--- src/rtl/pc_unit.sv ---
// Fetch-stage program counter: sequential advance, trap/redirect priority, buffered redirect while held,
// and stall watchdog. Define PC_MISALIGN_CHK_EN to align loaded targets to STEP and flag misaligned ones.
module pc_unit #(
    parameter int              XLEN         = 32,
    parameter logic [XLEN-1:0] RESET_VECTOR = '0,
    parameter int              STEP         = 4,
    parameter int              MAX_STALL    = 0
) (
    input  logic            i_clk,
    input  logic            i_rst,
    input  logic            i_stall,
    input  logic            i_fetch_ready,
    input  logic            i_redirect,
    input  logic [XLEN-1:0] i_redirect_pc,
    input  logic            i_trap,
    input  logic [XLEN-1:0] i_trap_vec,
    output logic [XLEN-1:0] o_pc,
    output logic            o_redirected,
    output logic            o_pend,
    output logic [15:0]     o_stall_cnt,
    output logic            o_stall_timeout,
    output logic            o_misalign
);

    typedef enum logic {RUN, PEND} state_t;

    localparam logic [XLEN-1:0] STEP_W      = XLEN'(STEP);
    localparam logic [15:0]     MAX_STALL_W = 16'(MAX_STALL);

    state_t          state_reg, state_next;
    logic [XLEN-1:0] pc_reg, pc_next, pc_seq_next;
    logic [XLEN-1:0] pend_pc_reg, pend_pc_next;
    logic [XLEN-1:0] target, load_pc;
    logic            load;
    logic            hold;
    logic            redirected_reg;
    logic [15:0]     stall_cnt_reg, stall_cnt_next, stall_cnt_inc;
    logic            timeout_reg, timeout_next;

    assign hold = i_stall | ~i_fetch_ready;

`ifdef PC_MISALIGN_CHK_EN
    logic [XLEN-1:0] align_mask;
    logic            misalign_reg;

    // Low log2(STEP) address bits must be zero for an aligned target.
    genvar gi;
    generate
        for (gi = 0; gi < XLEN; gi++) begin : g_mask
            assign align_mask[gi] = (gi < $clog2(STEP));
        end
    endgenerate

    assign load_pc = target & ~align_mask;

    always_ff @(posedge i_clk or posedge i_rst) begin
        if (i_rst) begin
            misalign_reg <= 1'b0;
        end else begin
            misalign_reg <= load & (|(target & align_mask));
        end
    end

    assign o_misalign = misalign_reg;
`else
    assign load_pc    = target;
    assign o_misalign = 1'b0;
`endif

    always_comb begin
        state_next   = state_reg;
        pend_pc_next = pend_pc_reg;
        pc_seq_next  = pc_reg;
        target       = '0;
        load         = 1'b0;
        if (i_trap) begin
            target       = i_trap_vec;
            load         = 1'b1;
            state_next   = RUN;
            pend_pc_next = '0;
        end else if (i_redirect && !hold) begin
            target       = i_redirect_pc;
            load         = 1'b1;
            state_next   = RUN;
            pend_pc_next = '0;
        end else if (i_redirect) begin
            // Newest redirect wins while fetch is held.
            pend_pc_next = i_redirect_pc;
            state_next   = PEND;
        end else if (state_reg == PEND && !hold) begin
            target       = pend_pc_reg;
            load         = 1'b1;
            state_next   = RUN;
            pend_pc_next = '0;
        end else if (!hold) begin
            pc_seq_next  = pc_reg + STEP_W;
        end
    end

    assign pc_next = load ? load_pc : pc_seq_next;

    assign stall_cnt_inc  = (stall_cnt_reg == 16'hFFFF) ? stall_cnt_reg : stall_cnt_reg + 16'd1;
    assign stall_cnt_next = hold ? stall_cnt_inc : 16'd0;
    // Fires only on the transition into MAX_STALL; saturation keeps it from re-firing.
    assign timeout_next   = hold && (MAX_STALL_W != 16'd0) &&
                            (stall_cnt_reg != MAX_STALL_W) && (stall_cnt_inc == MAX_STALL_W);

    always_ff @(posedge i_clk or posedge i_rst) begin
        if (i_rst) begin
            state_reg      <= RUN;
            pc_reg         <= RESET_VECTOR;
            pend_pc_reg    <= '0;
            redirected_reg <= 1'b0;
            stall_cnt_reg  <= 16'd0;
            timeout_reg    <= 1'b0;
        end else begin
            state_reg      <= state_next;
            pc_reg         <= pc_next;
            pend_pc_reg    <= pend_pc_next;
            redirected_reg <= load;
            stall_cnt_reg  <= stall_cnt_next;
            timeout_reg    <= timeout_next;
        end
    end

    assign o_pc            = pc_reg;
    assign o_redirected    = redirected_reg;
    assign o_pend          = (state_reg == PEND);
    assign o_stall_cnt     = stall_cnt_reg;
    assign o_stall_timeout = timeout_reg;

endmodule

--- config.mk ---
export PLATFORM = sky130hd
export DESIGN_NAME = pc_unit
export DESIGN_NICKNAME = d
export VERILOG_FILES = /design/src/rtl/pc_unit.sv
export SDC_FILE = /design/constraint.sdc
export NUM_CORES = 1
export LEC_CHECK = 0
export ABC_AREA = 1
export CORE_ASPECT_RATIO = 1.1
export CORE_MARGIN = 10
export CORE_UTILIZATION = 36
export DETAILED_ROUTE_END_ITERATION = 16
export SLEW_MARGIN = 20
export SYNTH_ARGS = -nofsm -noshare
export SYNTH_HDL_FRONTEND = slang
export SYNTH_SLANG_ARGS = --single-unit
--- constraint.sdc ---
create_clock -name i_clk -period 3.9 [get_ports i_clk]
set_input_delay 0.585 -clock i_clk [delete_from_list [all_inputs] [get_ports i_clk]]
set_output_delay 0.585 -clock i_clk [all_outputs]
set_load 0.05 [all_outputs]
==> key figures <==
Run status
  • Outcome: finished, final reports clean

Worst hold path
  • Hold path depth: 2
  • Hold Path Sink: pend_pc_reg[21]
  • Min-Delay Startpoint: pend_pc_reg[21]
  • Hold Crit Class: flop to flop

CTS
  • Post-CTS setup buffer count: 0
  • Clock latency at the later pin of the worst-skew pair: 0.35 ns
  • Number of gates resized after cts: 0
  • CTS tree: yes
  • Clk sinks: 82
  • Clk slew on worst S/H paths: 0.06 ns
  • Hold Buf Count CTS: 0
  • H-tree levels: 3
  • TritonCTS Buffers: 9
  • Clk buf depth: 2
  • Clock root buffer master: clkbuf_16

Timing
  • Unrepaired setup endpoints after global routing: false
  • Max-slew violations: 0
  • Worst-Margin Slew: 0.6630 ns
  • Max_slew headroom: 55.80%
  • Minimum clock period: 2.611 ns
  • Endpoints failing setup: 0
  • Maximum clock frequency: 383.0 MHz
  • Fin. Hold Viols: 0
  • Setup_tns: 0 ns
  • Period utilization: 66.95%
  • Slack of the critical path: 1.289 ns
  • Final Skew: 0.007808 ns

Power and ir drop
  • Combinational power share: 30.2%
  • Clock power frac: 30.7%
  • LEAKAGE: 3.192 nW
  • Reg power frac: 39.1%
  • Switching fraction of total power: 37.23%
  • Pwr per Cell Area: 379.8 nW/µm²
  • Internal power: 0.001671 W
  • Peak supply drop: 0.1858 mV
  • Switching pwr: 0.0009911 W

Yosys
  • Synthesized area: 5460 µm²
  • Commonest register cell after synthesis: dfrtp_1
  • Post-synth cell types: 41
  • Avg Cell Area, Syn: 6.635 µm²
  • Synth top area share: 37.58%
  • Cells after Synth: 823
  • Ranking of synthesized cells by area: dfrtp_1 (38%), nand2_1 (18%), nand3_1 (9.7%)
  • Ys Warns: 0
  • Number of synthesized flops with an enable pin: 0
  • FFs w/ async S/R, synth: 100.0%
  • #FFs+latches synth: 82
  • Post-synthesis sequential area ratio: 37.58%
  • Synth area leader: dfrtp_1

Global route
  • First-pass GRT wire length: 28.50 mm
  • Initial antenna violation count: 0
  • Vias in the first global route: 5,233
  • Congestion Overflow GR: 0
  • Total Routing Usage GR: 17.62%
  • Largest net degree at the start of global routing: 47

Floorplanning
  • Starting Density: 36.41%
  • Die W: 137.4 µm
  • Die area: 20,500 µm²
  • Vert. Die Dim: 149.2 µm
  • IO Pins: 122
  • FP Rows: 47
  • Core area: 15,000 µm²

Worst setup path
  • Setup crit end kind: flop
  • Worst setup SP type: input pin
  • CP arrival: 2.87 ns
  • Crit path top cell by count: nand2_2
  • Crit path required time: 4.16 ns
  • Flop2flop setup slack: 1.91 ns
  • Setup CP Type: input pin to flop
  • CP max stage delay: 0.53 ns
  • Critical path's top delay family: simple AND/OR/NAND/NOR gates
  • Critical path buffers and inverters: 2
  • CP Cell Sequence: clkdlybuf4s50_1, inv_2, nor2_4, nand2_2, nand2_2, nor2_8, nand2_1, o21ai_0
  • Worst path slowest cell: nor2_8
  • R2r worst-path depth: 5
  • Crit path from: i_fetch_ready
  • R2R Path End: pend_pc_reg[6]
  • Crit path max fanout: 46
  • FF-to-FF Start: o_pend

Final layout
  • Layout Cells excl Fill: 1,125
  • N_diodes: 0
  • Fillcell total: 1,572
  • Total Nets Final: 997
  • Layout Utilization: 46.75%
  • Layout area overhead: 28.39%
  • Commonest non-fill, non-tap cells in the layout: nand2_1 (265), clkdlybuf4s50_1 (119), nand3_1 (106)
  • Final Cell Area: 7010 µm²
  • Share of layout cells above drive strength 1: 5.274%
  • Leading cell type in the layout, fill and taps excluded: nand2_1

Place
  • Post-DP Area: 6738 µm²
  • Pre-CTS setup slack: 0.9099 ns
  • Port bufs: 119
  • Number of placed instances, taps included: 1,110
  • Final HPWL DP: 13.68 mm
  • GP Congestion: 0.9050

Route
  • DRC Markers: 0
  • Final antenna-violating net count: 0
  • Initial drt markers: 456
  • Routed wire length: 18.17 mm
  • Detailed-route via count: 5,625
  • Drt first pass iters: 5
  • DR vias/cell: 5.000
  • Drt wl/cell: 16.15 µm

Flow run
  • Max-Cap Viols: 0
-- worst max-delay path by stage --
stage                      endpoint  slack, ns  cells past startpoint
floorplan                   o_pc[0]       1.21                      1
global placement     pend_pc_reg[9]       0.95                      8
detailed placement  pend_pc_reg[10]       0.91                      8
CTS                 pend_pc_reg[10]       1.30                      8
global route         pend_pc_reg[0]       1.07                      8
finish               pend_pc_reg[6]       1.29                      8
-- through the flow --
step,total power [W],hold slack (ns)
6_report,0.002662,0.4963
3_5_place_dp,0.001863,0.4879
4_1_cts,0.002685,0.5007
3_3_place_gp,0.001859,0.4824
5_1_grt,0.002805,0.5236
2_1_floorplan,0.001550,0.4690
-- cell families (layout without fill, tap and decap cells) --
logic type	after synthesis	after routing	share of synthesized area, %
buf+inv	113	218	9.303
other cells	1	2	0.06868
simple gates	520	520	41.52
mux	1	1	0.1833
fa+ha+maj	2	2	0.4582
compound gates	97	97	9.762
flops	82	82	37.58
xor+xnor	7	7	1.123
-- layer usage --
metal | vias to the layer above | global-route usage [%] | wire [µm]
li1 | 2839 | - | -
met1 | 2597 | 24.35 | 8485
met2 | 172 | 26.49 | 8250
met3 | 17 | 4.650 | 1210
met4 | 0 | 4.641 | 219
met5 | - | 0 | 0
-- cell usage after synthesis (2+ instances only) --
cell type	instances
nand2_2	4
a21oi_1	36
nor2_1	104
o22ai_1	15
inv_2	4
or2_0	6
clkbuf_1	3
nor2_2	2
xor2_1	3
xnor2_1	4
ha_1	2
a211oi_1	2
nand3_1	106
buf_1	3
or2_2	5
a31oi_1	3
o21ai_1	7
nor3_1	10
inv_1	72
nor2_4	4
nor2_8	3
nand4_1	6
nand2_1	265
buf_6	3
dfrtp_1	82
buf_4	10
o21ai_0	29
buf_2	17
-- power groups by stage --
| stage | Sequential [W] | Combinational (W) | Clock (W) |
|---|---|---|---|
| 5_1_grt | 0.00105 | 0.000872 | 0.000879 |
| 3_5_place_dp | 0.00106 | 0.000807 | 0 |
| 3_3_place_gp | 0.00106 | 0.000803 | 0 |
| 2_1_floorplan | 0.00124 | 0.000310 | 0 |
| 4_1_cts | 0.00104 | 0.000809 | 0.000836 |
| 6_report | 0.00104 | 0.000803 | 0.000817 |
-- final cells by class --
type | instances | area, µm² | area share [%]
Clock buffer | 13 | 260.3 | 3.712
Clock inverter | 2 | 12.51 | 0.1785
Inverter | 77 | 292.8 | 4.176
Multi-Input combinational cell | 629 | 2904 | 41.42
Sequential cell | 82 | 2052 | 29.27
Tap cell | 196 | 245.2 | 3.498
Timing Repair Buffer | 126 | 1244 | 17.74
-- worst register-to-register path, cell delays in order, from the launching register on --
cell	delay [ns]
dfrtp_1	0.42
inv_2	0.12
nor2_8	0.08
nor2_8	0.55
nand2_1	0.46
o21ai_0	0.27
Power figures use the tool's default switching activity.
